`src/rtl/imm_pkg.sv`:
```
// Shared immediate-extension definitions: mode encodings and the 2-bit mode type.
package imm_pkg;

  typedef logic [1:0] immMode_t;

  localparam immMode_t MODE_SIGN   = 2'b00;
  localparam immMode_t MODE_ZERO   = 2'b01;
  localparam immMode_t MODE_UPPER  = 2'b10;
  localparam immMode_t MODE_BRANCH = 2'b11;

endpackage

```
`src/rtl/imm_extend_core.sv`:
```
// Combinational immediate extension: sign/zero fill, upper shift, branch (x4) offset,
// plus a flag for nonzero bits lost off the top in the shifting modes.
module imm_extend_core
  import imm_pkg::*;
#(
  parameter int DATA_W      = 32,
  parameter int IMM_W       = 27,
  parameter int UPPER_SHIFT = 16
) (
  input  logic [DATA_W-1:0] instr,
  input  immMode_t          mode,
  output logic [DATA_W-1:0] data,
  output logic              ovf
);

  logic [DATA_W-1:0] zext;
  logic [DATA_W-1:0] sext;

  // Bitwise fill keeps IMM_W == DATA_W legal (no zero-width replication).
  always_comb begin
    zext = '0;
    sext = '0;
    for (int i = 0; i < DATA_W; i++) begin
      zext[i] = (i < IMM_W) ? instr[i] : 1'b0;
      sext[i] = (i < IMM_W) ? instr[i] : instr[IMM_W-1];
    end
  end

  always_comb begin
    data = '0;
    ovf  = 1'b0;
    unique case (mode)
      MODE_SIGN:  data = sext;
      MODE_ZERO:  data = zext;
      MODE_UPPER: begin
        data = zext << UPPER_SHIFT;
        for (int i = DATA_W - UPPER_SHIFT; i < DATA_W; i++) ovf = ovf | zext[i];
      end
      MODE_BRANCH: begin
        data = sext << 2;
        // Top three bits must agree or the x4 scaling changed the value.
        ovf  = (sext[DATA_W-1] != sext[DATA_W-2]) || (sext[DATA_W-2] != sext[DATA_W-3]);
      end
      default: ;
    endcase
  end

endmodule

```
`src/rtl/imm_extend_pipe.sv`:
```
// Registered immediate extender with valid/ready handshake: one output register
// backed by a one-entry skid register so in_ready comes straight from a flop.
module imm_extend_pipe
  import imm_pkg::*;
#(
  parameter int DATA_W      = 32,
  parameter int IMM_W       = 27,
  parameter int UPPER_SHIFT = 16
) (
  input  logic              clk,
  input  logic              reset,
  input  logic              in_valid,
  output logic              in_ready,
  input  logic [DATA_W-1:0] instr,
  input  immMode_t          mode,
  output logic              out_valid,
  input  logic              out_ready,
  output logic [DATA_W-1:0] out_data,
  output logic              out_ovf
);

  logic [DATA_W-1:0] extData;
  logic              extOvf;
  logic [DATA_W-1:0] outData, skidData;
  logic              outOvf, skidOvf;
  logic              outValid, skidFull;
  logic              accept, drain, outFree;

  imm_extend_core #(
    .DATA_W      (DATA_W),
    .IMM_W       (IMM_W),
    .UPPER_SHIFT (UPPER_SHIFT)
  ) uCore (
    .instr (instr),
    .mode  (mode),
    .data  (extData),
    .ovf   (extOvf)
  );

  assign accept  = in_valid && !skidFull;
  assign drain   = outValid && out_ready;
  assign outFree = drain || !outValid;

  always_ff @(posedge clk) begin
    if (reset) begin
      outValid <= 1'b0;
      outData  <= '0;
      outOvf   <= 1'b0;
      skidFull <= 1'b0;
      skidData <= '0;
      skidOvf  <= 1'b0;
    end else if (outFree) begin
      // Skid is older than any new input, so it refills the output first.
      if (skidFull) begin
        outValid <= 1'b1;
        outData  <= skidData;
        outOvf   <= skidOvf;
        skidFull <= 1'b0;
      end else if (accept) begin
        outValid <= 1'b1;
        outData  <= extData;
        outOvf   <= extOvf;
      end else begin
        outValid <= 1'b0;
      end
    end else if (accept) begin
      skidFull <= 1'b1;
      skidData <= extData;
      skidOvf  <= extOvf;
    end
  end

  assign in_ready  = !skidFull;
  assign out_valid = outValid;
  assign out_data  = outData;
  assign out_ovf   = outOvf;

endmodule
```
`config.mk`:
```
export PLATFORM = sky130hd
export DESIGN_NAME = imm_extend_pipe
export DESIGN_NICKNAME = d
export VERILOG_FILES = /design/src/rtl/imm_pkg.sv /design/src/rtl/imm_extend_core.sv /design/src/rtl/imm_extend_pipe.sv
export SDC_FILE = /design/constraint.sdc
export NUM_CORES = 1
export LEC_CHECK = 0
export ABC_CLOCK_PERIOD_IN_PS = 2900
export CAP_MARGIN = 40
export CORE_UTILIZATION = 30
export CTS_CLUSTER_SIZE = 40
export DETAILED_ROUTE_END_ITERATION = 6
export PLACE_DENSITY = 0.62
export SETUP_SLACK_MARGIN = 0.1
export SKIP_LAST_GASP = 1
export SLEW_MARGIN = 5
export SYNTH_ARGS = -nofsm -noshare
export SYNTH_HDL_FRONTEND = slang
export SYNTH_HIERARCHICAL = 1
export SYNTH_SLANG_ARGS = --single-unit
```
`constraint.sdc`:
```
create_clock -name clk -period 2.9 [get_ports clk]
set_input_delay 0.58 -clock clk [delete_from_list [all_inputs] [get_ports clk]]
set_output_delay 0.58 -clock clk [all_outputs]
set_load 0.01 [all_outputs]
```
==> results of run 1 <==
## placed cells by master (no fill, tap or decap), types with 3 or more instances in the layout
master / Yosys / layout
nand2_1: 66 / 66
dfxtp_1: 68 / 67
clkdlybuf4s50_1: 0 / 66
buf_4: 5 / 9
a22o_1: 14 / 14
a21oi_1: 78 / 78
nor2_1: 12 / 12
clkbuf_16: 0 / 9
a211oi_1: 3 / 3
bufinv_16: 0 / 3
a211oi_2: 30 / 30
o21bai_1: 5 / 5
mux2i_1: 49 / 49
## per-layer routing
layer,vias to the layer above,wire [um]
li1,1455,-
met1,1403,4200
met2,79,4230
met3,10,441
met4,0,119
met5,-,0
## sequential cells by signal, summed over array words and instances, names as in the netlist
name and count:
out_data 32, out_ovf 1, out_valid 1, skidData 32, skidFull 1, skidOvf 1
## synthesized netlist by cell type (5+ instances only)
cell type  count
buf_4          5
nor2_1        12
nand2_1       66
clkbuf_1      13
mux2i_1       49
a211oi_2      30
a22o_1        14
a21oi_1       78
o21bai_1       5
buf_2         13
buf_6          7
dfxtp_1       68
## final cells by class
cell class,instances,area (sq um),share of cell area [%]
Multi-Input combinational cell,271,1840,41.0
Clock inverter,6,111,2.48
Clock buffer,10,239,5.32
Inverter,2,7.51,0.167
Tap cell,140,175,3.90
Sequential cell,68,1360,30.3
Timing Repair Buffer,77,753,16.8
## through the flow
step / instance area, sq um / std cells / power, mW / setup WS, ns / hold slack [ns]
finish: 4490 / 574 / 2.71 / 0.683 / 0.451
global placement: 4140 / 558 / 1.47 / 0.590 / 0.441
global route: 4490 / 574 / 2.83 / 0.577 / 0.465
CTS: 4490 / 574 / 2.74 / 0.640 / 0.454
floorplan: 3460 / 381 / 1.30 / 1.33 / 0.436
detailed placement: 4140 / 558 / 1.48 / 0.555 / 0.446
## cell families (layout without fill, tap and decap cells)
group	Yosys count	in the layout	share of synthesized area (%)
AOI/OAI and AO/OA	131	131	27.7
and+or+nand+nor	91	91	11.4
DFF	68	68	39.3
muxes	49	49	14.2
buffers and inverters	42	95	7.41
## power breakdown
group / switching [mW] / internal, mW / total (mW)
registers: 0.0287 / 0.987 / 1.02
logic: 0.227 / 0.212 / 0.439
clock network: 0.395 / 0.862 / 1.26
## worst min-delay path: stages (launching register included)
cell     delay [ns]
dfxtp_1        0.31
nand2_1        0.05
a21oi_1        0.05
## worst max path at each step
| stage | from | end | slack (ns) |
|---|---|---|---|
| final | skidFull | in_ready | 0.68 |
| after global routing | skidFull | in_ready | 0.58 |
| after CTS | skidFull | in_ready | 0.64 |
| after detailed placement | mode[1] | out_ovf | 0.55 |
| after global placement | mode[1] | out_ovf | 0.59 |
| after floorplan | mode[0] | out_data[13] | 1.33 |
==> summary.md, run 1 <==
The most frequently used flop master after synthesis was dfxtp_1. The buffering stage count on the worst path with inverters included works out to 2. The worst setup path is captured at an output pin. The run gives 201 as the first-iteration detailed-routing DRC count. The hold path endpoint is skidData[12]. The number of synthesized flops with an enable pin came out at 0.

The number of buffers created by CTS is 9. The critical path class is reg -> out. Setup violations remaining at the end of the flow were counted as 0. For this run, the post-layout net count is 467. The initial antenna violation count is 0, and the count of antenna diodes in the layout is 0. Max-cap violations in this run came to 0. The number of cells traversed by the worst hold path was 2. The total stage count of the critical path is 2. TritonCTS built the clock tree. The class of the most critical hold timing path is reg -> reg. The tools report the end-of-flow core utilization as 40.7%.

The logs give 0 ns for the setup TNS after final layout and 3 for the number of levels in the clock H-tree. The number of fill cells came out at 1082. Measured in cells, the most critical reg-to-reg path has a length of 4. The worst pin sits at a relative slew slack of 60.4%. The average via count per standard cell works out to 5.13.

The power per cell area was 604 nW/um^2; the actual transition at the worst max-transition pin was 0.594 ns. The region available for standard cell placement spans 11000 sq um. The maximum buffer depth of the clock tree was 2. The max-slew violation count is 0, and the biggest fanout along the worst timing path is 21. Clock skew on the completed layout was measured at 0.00590 ns. In the routed design, unresolved DRC markers number 0. The run gives 0 as the number of failing hold endpoints at the final stage.

The logs give 2835 for the number of global-route vias before repair and 0.33 ns for the clock network latency to the later pin of the worst-skew pair. Synthesis produced 381 cells. Number of search-and-repair iterations in the first detailed-routing pass: 4. The first global-routing pass estimated 14800 um of wire. Largest area contributor in the synthesized netlist: dfxtp_1.

The die area came out at 12000 sq um. Startpoint of the lowest-slack register-to-register path: skidFull. Family with the most delay on the worst path: flip-flops.

The largest individual stage delay along the critical path comes from the cell dfxtp_2. The estimated wirelength of the detail-placed design came out at 6290 um. After global routing, the most crowded layer is met2.

Pin placement for this block handled 73 I/O pins. The number of rows created at floorplan was 38; the area share of the largest cell type after synthesis was 39.3%. The number of clock sinks seen by CTS was 68; the met2 demand-to-capacity share in global routing was 26.5%.

The shortest period the worst path allows is 2.22 ns. The delay of the slowest cell on the worst path was 0.70 ns. The run gives 3460 sq um as the synthesized cell area.

Across all register-to-register paths, the minimum setup slack is 0.99 ns. After clock tree synthesis, the repair step resized 0 gates. CTS placed an instance of clkbuf_16 at the clock tree root.

In this run the static leakage power is 1.52 nW. The critical path goes through inv_1 -> clkdlybuf4s50_1. The count of antenna-violating nets left after detailed routing came out at 0. The share of async-settable or async-resettable flops after synthesis is 0%. The post-route clock period utilization works out to 76.4%. After synthesis, the mean cell area works out to 9.08 sq um. For the maximum vdd ir drop, the log shows 414 uV. The maximum achievable frequency was 451 MHz. For this run, the number of Yosys warnings is 6. From bottom edge to top edge, the die measures 109 um. Critical path launch point type: a flop. The number of post-CTS setup repair buffers came out at 0.

The total of flip-flops plus latches after synthesis was 68; the register area share after synthesis was 39.3%. The data required time of the critical path is 2.32 ns, and the number of buffers added on ports is 67. The wire length per cell after detailed routing is 15.7 um, and the post-synthesis net count is 419.

The netlist uses 26 different library cells. The run gives 31.4% as the initial standard-cell utilization of the core. The flow ran to the end, and the final reports show no timing, DRC or antenna violations.

The fraction of layout instances using a drive strength above 1 was 14.1%. Setup repair after global routing left no endpoint under its margin. The tools report the reg-to-reg critical path endpoint as out_data[20].

For the fraction of met1 tracks used by global routing, the log shows 21.2%. The die width came out at 109 um. The largest net degree at the start of global routing was 36; the area added between synthesis and finish was 29.8%. The hold buffer count at cts came out at 0. Global routing finished with a remaining overflow of 0.

For the critical path data arrival time, the log shows 1.64 ns. After synthesis, the cell types taking the most area are dfxtp_1, mux2i_1, a21oi_1, a211oi_2, nand2_1. The logs give 9000 um for the routed wire length and 3.85% for the routing usage on met3. The run gives 16.3% as the total track usage.

The hold path startpoint was skidData[12]. Detailed routing inserted a total of 2947 vias. After clock tree synthesis, the clock-pin slew on the worst setup and hold paths is 0.06 ns.

The final weighted congestion in routability-driven placement came out at 0.829.
Power figures use the tool's default switching activity.
==> inputs of run 2 (changes only) <==
--- a/config.mk
+++ b/config.mk
@@ -5,7 +5,7 @@
 export SDC_FILE = /design/constraint.sdc
 export NUM_CORES = 1
 export LEC_CHECK = 0
-export ABC_CLOCK_PERIOD_IN_PS = 2900
+export ABC_CLOCK_PERIOD_IN_PS = 2210
 export CAP_MARGIN = 40
 export CORE_UTILIZATION = 30
 export CTS_CLUSTER_SIZE = 40
==> constraint.sdc (replaced) <==
create_clock -name clk -period 2.21 [get_ports clk]
set_input_delay 0.442 -clock clk [delete_from_list [all_inputs] [get_ports clk]]
set_output_delay 0.442 -clock clk [all_outputs]
set_load 0.01 [all_outputs]
==> run 2 against run 1 <==
  * First-iteration DRC count is 11% lower
  * Combinational power rose by 33%
  * Clock power about the same
  * Core utilization is 0.27 points lower
  * Die area unchanged
  * Setup slack lost 0.23 ns
  * Clock skew fell by 0.0022 ns
  * Via count decreased by 1.1%
  * Sequential power is 30% higher
  * Design area fell by 0.67%
==> summary.md, run 2 (synthesized netlist as in run 1, its figures left out) <==
The tools report the number of fill cells as 1097 (was 1082). The class of the most critical hold timing path was reg -> reg (unchanged). Setup repair after global routing left no endpoint under its margin. The routed wire length was 8870 um (was 9000 um). The die width was 109 um (unchanged).

The post-route clock period utilization is 79.3%, and the via count of the routed design is 2916 (was 2947). The wire length per cell after detailed routing works out to 15.4 um (was 15.7 um). The actual transition at the worst max-transition pin is 0.539 ns (was 0.594 ns). The cell count of the worst reg-to-reg path was 4 (unchanged); the number of rows created at floorplan was 38 (unchanged). The reg-to-reg critical path endpoint was out_data[18] (was out_data[20]).

The power per cell area is 717 nW/um^2 (was 604 nW/um^2). The routed design could run at a clock period as short as 1.75 ns. The tools report the maximum buffer depth of the clock tree as 2 (unchanged). The logs give 0 (unchanged) for the DRC violation count after routing and 4 (unchanged) for the number of search-and-repair iterations in the first detailed-routing pass. Estimated wirelength of the detail-placed design: 6260 um (was 6290 um). The hold path endpoint is skidData[11] (was skidData[12]). The die area is 12000 sq um (unchanged).

The total congestion overflow after global routing was 0 (unchanged); the clock transition at the registers of the reported paths was 0.05 ns (was 0.06 ns). The logs give 2.46 ns (was 2.32 ns) for the data required time of the critical path and 0.152 ns (was 0.555 ns) for the post-placement worst setup slack. The post-route worst setup slack came out at 0.458 ns (was 0.683 ns). Total track usage: 15.7% (was 16.3%). Count of antenna diodes in the layout: 0 (unchanged). The run gives 1.50 nW (was 1.52 nW) as the leakage power figure. The run finished with clean final reports.

Hold path startpoint: skidData[11] (was skidData[12]). The logs give 0 (unchanged) for the post-cts sizing count and 11000 sq um (unchanged) for the area of the core. The endpoint kind of the worst setup timing path was a flop (was an output pin). The tools report the critical path data arrival time as 2.00 ns (was 1.64 ns). The maximum achievable frequency is 571 MHz. The biggest fanout along the worst timing path is 22 (was 21), and the max-slew headroom at the worst pin is 64.1% (was 60.4%). Worst setup slack for register-to-register paths: 0.55 ns (was 0.99 ns). The run gives 14400 um (was 14800 um) as the global-route wire length before repair. Leading cell type in the layout, fill and taps excluded: a21oi_1 (unchanged).

The number of buffers added on ports was 67 (unchanged); the number of levels in the clock H-tree was 3 (unchanged). The startpoint of the lowest-slack register-to-register path was skidFull (unchanged). The average via count per standard cell was 5.07 (was 5.13); the first-iteration detailed-routing DRC count was 178 (was 201).

The final weighted congestion in routability-driven placement was 0.801 (was 0.829). The master cell of the clock root buffer was clkbuf_16 (unchanged). The tools report the combined area of the multi-input logic cells as 1840 sq um (unchanged).

The hold buffer count at cts came out at 0 (unchanged). For the maximum vdd ir drop, the log shows 388 uV (was 414 uV). Critical path class: in -> reg (was reg -> out).

The tools report the largest net degree at the start of global routing as 69 (was 36). Total setup violations reported at the end of the flow: 0 (unchanged). The run gives 0 (unchanged) as the number of post-CTS setup repair buffers.

The tools report the total I/O pin count as 73 (unchanged). The logs give 0.32 ns (was 0.33 ns) for the clock network latency to the later pin of the worst-skew pair and 9 (unchanged) for the number of buffers created by CTS. The max-slew violation count was 0 (unchanged); the layout net count was 471 (was 467). The register cell area after layout is 1360 sq um (unchanged), and the die extent in y is 109 um (unchanged). The number of global-route vias before repair is 2823 (was 2835), and the power consumption is 3.20 mW (was 2.71 mW). Top library cells by usage in the layout, fill and taps aside: a21oi_1, dfxtp_1, nand2_1, clkdlybuf4s50_1, mux2i_1 (unchanged). The number of violations of the max-capacitance limit was 0 (unchanged). The critical path launch point type was a primary input (was a flop). The number of failing hold endpoints at the final stage is 0 (unchanged), and the number of cells traversed by the worst hold path is 2 (unchanged). TritonCTS built the clock tree. For the setup TNS after final layout, the log shows 0 ns (unchanged). The fraction of layout instances using a drive strength above 1 came out at 14.3% (was 14.1%).

The area added between synthesis and finish was 28.9% (was 29.8%); the initial standard-cell utilization of the core was 31.4% (unchanged). For the initial antenna violation count, the log shows 0 (unchanged). The logs give 0 (unchanged) for the count of antenna-violating nets left after detailed routing and 0.00371 ns (was 0.00590 ns) for the post-route clock skew. The number of clock sinks seen by CTS came out at 68 (unchanged).
[run 2: cell count changes in the layout (fill, tap and decap cells not counted)]
cell | previous run | this run
buf_4 | 9 | 11
clkinv_4 | 1 | 0
buf_12 | 1 | 3
bufinv_16 | 3 | 0
clkbuf_8 | 1 | 2
[run 2: cell type report]
type                            count  share of cell area [%]
Multi-Input combinational cell    271                    41.3
Tap cell                          140                    3.93
Sequential cell                    68                    30.5
Clock inverter                      2                   0.281
Timing Repair Buffer               81                    18.1
Inverter                            2                   0.168
Clock buffer                       11                    5.67
[run 2: critical path, stage by stage]
cell	delay [ns]
clkdlybuf4s50_1	0.48
buf_4	0.24
nor3b_2	0.29
o21bai_1	0.19
mux2i_1	0.13
a211oi_2	0.22
[run 2: per-layer routing]
| metal | wire length, um | GRT usage (%) | vias up | share of wire (%) |
|---|---|---|---|---|
| met1 | 4270 | 20.6 | 1362 | 48 |
| met5 | 0 | 0 | - | 0 |
| li1 | - | - | 1462 | - |
| met4 | 104 | 5.05 | 0 | 1.2 |
| met2 | 4090 | 24.9 | 83 | 46 |
| met3 | 408 | 4.09 | 9 | 4.6 |
[run 2: worst max path at each step]
stage          startpoint           end  slack (ns)  depth (start not counted)
3_5_place_dp      mode[1]  out_data[31]        0.15                          6
2_1_floorplan     mode[0]  out_data[13]        0.78                          6
5_1_grt           mode[1]  out_data[31]        0.34                          6
6_report          mode[1]  out_data[30]        0.46                          6
4_1_cts           mode[1]  out_data[30]        0.48                          6
3_3_place_gp      mode[1]  out_data[12]        0.16                          6
[run 2: through the flow]
step / util (%) / cells / instance area [sq um] / hold WS [ns]
after floorplan: - / 381 / 3460 / 0.436
after global placement: 38.0 / 562 / 4200 / 0.441
after detailed placement: 38.0 / 562 / 4200 / 0.446
after CTS: 40.4 / 575 / 4460 / 0.453
after global routing: 40.4 / 575 / 4460 / 0.474
final: 40.4 / 575 / 4460 / 0.451
[run 2: where the power goes]
part	internal (mW)	leakage, nW	switching (mW)
registers	1.30	0.558	0.0352
logic	0.287	0.818	0.300
clock network	0.798	0.129	0.484
total	2.38	1.50	0.819
==> inputs of run 3 (changes only) <==
--- a/config.mk
+++ b/config.mk
@@ -5,7 +5,7 @@
 export SDC_FILE = /design/constraint.sdc
 export NUM_CORES = 1
 export LEC_CHECK = 0
-export ABC_CLOCK_PERIOD_IN_PS = 2210
+export ABC_CLOCK_PERIOD_IN_PS = 1800
 export CAP_MARGIN = 40
 export CORE_UTILIZATION = 30
 export CTS_CLUSTER_SIZE = 40
==> constraint.sdc (replaced) <==
create_clock -name clk -period 1.8 [get_ports clk]
set_input_delay 0.36 -clock clk [delete_from_list [all_inputs] [get_ports clk]]
set_output_delay 0.36 -clock clk [all_outputs]
set_load 0.01 [all_outputs]
==> run 3 against run 2 <==
  * Worst hold slack improved by 0.0020 ns
  * Sequential share of layout area fell by 1.5 points
  * Global-route usage rose by 0.43 points
  * Sequential cell count did not move
  * Combinational power rose by 30%
  * Die area did not move
  * First-iteration DRC count fell by 11%
  * Largest cell class unchanged
==> summary.md, run 3 (synthesized netlist as in run 1, its figures left out) <==
The run finished with clean final reports. The run gives 0 (unchanged) as the initial antenna violation count. The critical path data arrival time came out at 1.27 ns (was 2.00 ns).

The post-route worst setup slack is 0.167 ns (was 0.458 ns), and the clock transition at the registers of the reported paths is 0.06 ns (was 0.05 ns). The wire length per cell after detailed routing was 15.3 um (was 15.4 um). The logs give 1.63 nW (was 1.50 nW) for the leakage power figure and 17.8% (was 18.3%) for the combinational power share. TritonCTS built the clock tree. Die width: 109 um (unchanged).

The run gives 11000 sq um (unchanged) as the area of the core. The tools report the number of search-and-repair iterations in the first detailed-routing pass as 4 (unchanged). The number of clock sinks seen by CTS came out at 68 (unchanged). The number of failing hold endpoints at the final stage is 0 (unchanged), and the total setup violations reported at the end of the flow is 0 (unchanged). Static timing analysis puts the maximum clock frequency at 612 MHz.

First-iteration detailed-routing DRC count: 159 (was 178). The post-placement worst setup slack is -0.173 ns (was 0.152 ns). The final critical path takes up 90.7% of the cycle. The count of antenna diodes in the layout was 0 (unchanged). The run gives 3.22 mW (was 2.38 mW) as the cell internal power dissipation. The area added between synthesis and finish was 35.6% (was 28.9%); the count of antenna-violating nets left after detailed routing was 0 (unchanged). Average via count per standard cell: 5.07 (about the same). The number of levels in the clock H-tree was 3 (unchanged). For the sequential cell fraction of total power, the log shows 38.1% (was 41.6%).

The tools report the post-route clock skew as 0.00340 ns (was 0.00371 ns). The run gives 2 (unchanged) as the maximum buffer depth of the clock tree. The actual transition at the worst max-transition pin was 0.557 ns (was 0.539 ns).

The worst setup slack for register-to-register paths came out at 0.40 ns (was 0.55 ns). Top library cells by usage in the layout, fill and taps aside: a21oi_1, dfxtp_1, nand2_1 (was a21oi_1, dfxtp_1, nand2_1, clkdlybuf4s50_1, mux2i_1). The fraction of layout instances using a drive strength above 1 works out to 18.4% (was 14.3%). The number of buffers added on ports works out to 67 (unchanged). The tools report the final weighted congestion in routability-driven placement as 0.805 (was 0.801). The total track usage was 16.1% (was 15.7%). The initial standard-cell utilization of the core was 31.4% (unchanged). The number of global-route vias before repair is 2930 (was 2823), and the biggest fanout along the worst timing path is 6 (was 22). The logs give 0 ns (unchanged) for the setup TNS after final layout and 38 (unchanged) for the number of rows created at floorplan.

The run gives 489 (was 471) as the layout net count. The number of cells traversed by the worst hold path is 2 (unchanged), and the cell area after placement is 4360 sq um (was 4200 sq um). The endpoint kind of the worst setup timing path was an output pin (was a flop). The switching share of total power is 24.8% (was 25.6%), and the total congestion overflow after global routing is 0 (unchanged). The power per cell area came out at 912 nW/um^2 (was 717 nW/um^2). The master cell of the clock root buffer is clkbuf_16 (unchanged). The leading cell type in the layout, fill and taps excluded is a21oi_1 (unchanged). For the clock network latency to the later pin of the worst-skew pair, the log shows 0.32 ns (about the same). Class of the most critical hold timing path: reg -> reg (unchanged). The critical path launch point type is a flop (was a primary input). The run gives 4690 sq um (was 4460 sq um) as the final design area excluding fillers. Setup repair after global routing left no endpoint under its margin. The data required time of the critical path came out at 1.44 ns (was 2.46 ns).

The maximum vdd ir drop is 567 uV (was 388 uV), and the routed wire length is 9120 um (was 8870 um). The estimated wirelength of the detail-placed design was 6410 um (was 6260 um). The logs give 9 (unchanged) for the number of buffers created by CTS and 4.28 mW (was 3.20 mW) for the power consumption. The critical path class was reg -> out (was in -> reg).

The clock share of power came out at 44.1% (was 40.1%). For the via count of the routed design, the log shows 3020 (was 2916). The die area came out at 12000 sq um (unchanged).

The tools report the total I/O pin count as 73 (unchanged). The tools report the largest net degree at the start of global routing as 69 (unchanged). The worst path needs 1.63 ns of the cycle, external delays included. The run gives 0 (unchanged) as the DRC violation count after routing. The cell count of the worst reg-to-reg path is 3 (was 4). The logs give 0 (unchanged) for the number of violations of the max-capacitance limit and 14800 um (was 14400 um) for the global-route wire length before repair. For the switching power total, the log shows 1.06 mW (was 0.819 mW).

The die extent in y was 109 um (unchanged); the number of post-CTS setup repair buffers was 0 (unchanged). Max-slew violation count: 0 (unchanged). The tools report the worst hold slack across all endpoints as 0.453 ns (was 0.451 ns). The max-slew headroom at the worst pin was 62.8% (was 64.1%).
run 3: cell count changes in the layout (fill, tap and decap cells not counted), moves of 2 or more:
| cell | previous run | this run |
|---|---|---|
| buf_12 | 3 | 5 |
| buf_4 | 11 | 27 |
| bufinv_16 | 0 | 2 |
| clkinvlp_4 | 1 | 3 |
run 3: path summary, 6_finish.rpt:
check               start      endpoint
max              skidFull      in_ready
min          skidData[18]  skidData[18]
max reg2reg      skidFull  out_data[20]
min reg2reg  skidData[18]  skidData[18]
run 3: area by class of cell:
cell class | count | area, sq um
Clock inverter | 6 | 87.6
Inverter | 2 | 7.51
Clock buffer | 10 | 239
Timing Repair Buffer | 99 | 971
Tap cell | 140 | 175
Multi-Input combinational cell | 271 | 1850
Sequential cell | 68 | 1360
Fill cell | 1105 | 6340
run 3: power groups by stage:
stage	Clock, mW	Combinational (mW)	Sequential (mW)
after floorplan	0	0.401	1.69
after global placement	0	0.750	1.66
after detailed placement	0	0.761	1.66
after CTS	1.93	0.764	1.63
after global routing	2.00	0.823	1.64
final	1.89	0.760	1.63
run 3: critical path: stages, from the launching register on:
cell and delay (ns):
dfxtp_2 0.35, inv_1 0.06, clkdlybuf4s50_1 0.54
run 3: timing repair:
action / in CTS / in global routing
setup endpoints to repair: 0 / 19
hold buffers: 0 / 0
resized for setup: 0 / 2
hold endpoints to repair: 0 / 0
run 3: through the flow:
stage / util (%) / instances
after floorplan: - / 381
after global placement: 39.5 / 580
after detailed placement: 39.5 / 580
after CTS: 42.4 / 596
after global routing: 42.5 / 596
final: 42.5 / 596
run 3: routing by layer:
| layer | vias to the layer above | global-route usage, % | wire length, um |
|---|---|---|---|
| li1 | 1502 | - | - |
| met1 | 1438 | 20.8 | 4430 |
| met2 | 74 | 26.8 | 4210 |
| met3 | 6 | 3.79 | 409 |
| met4 | 0 | 4.29 | 69 |
| met5 | - | 0 | 0 |
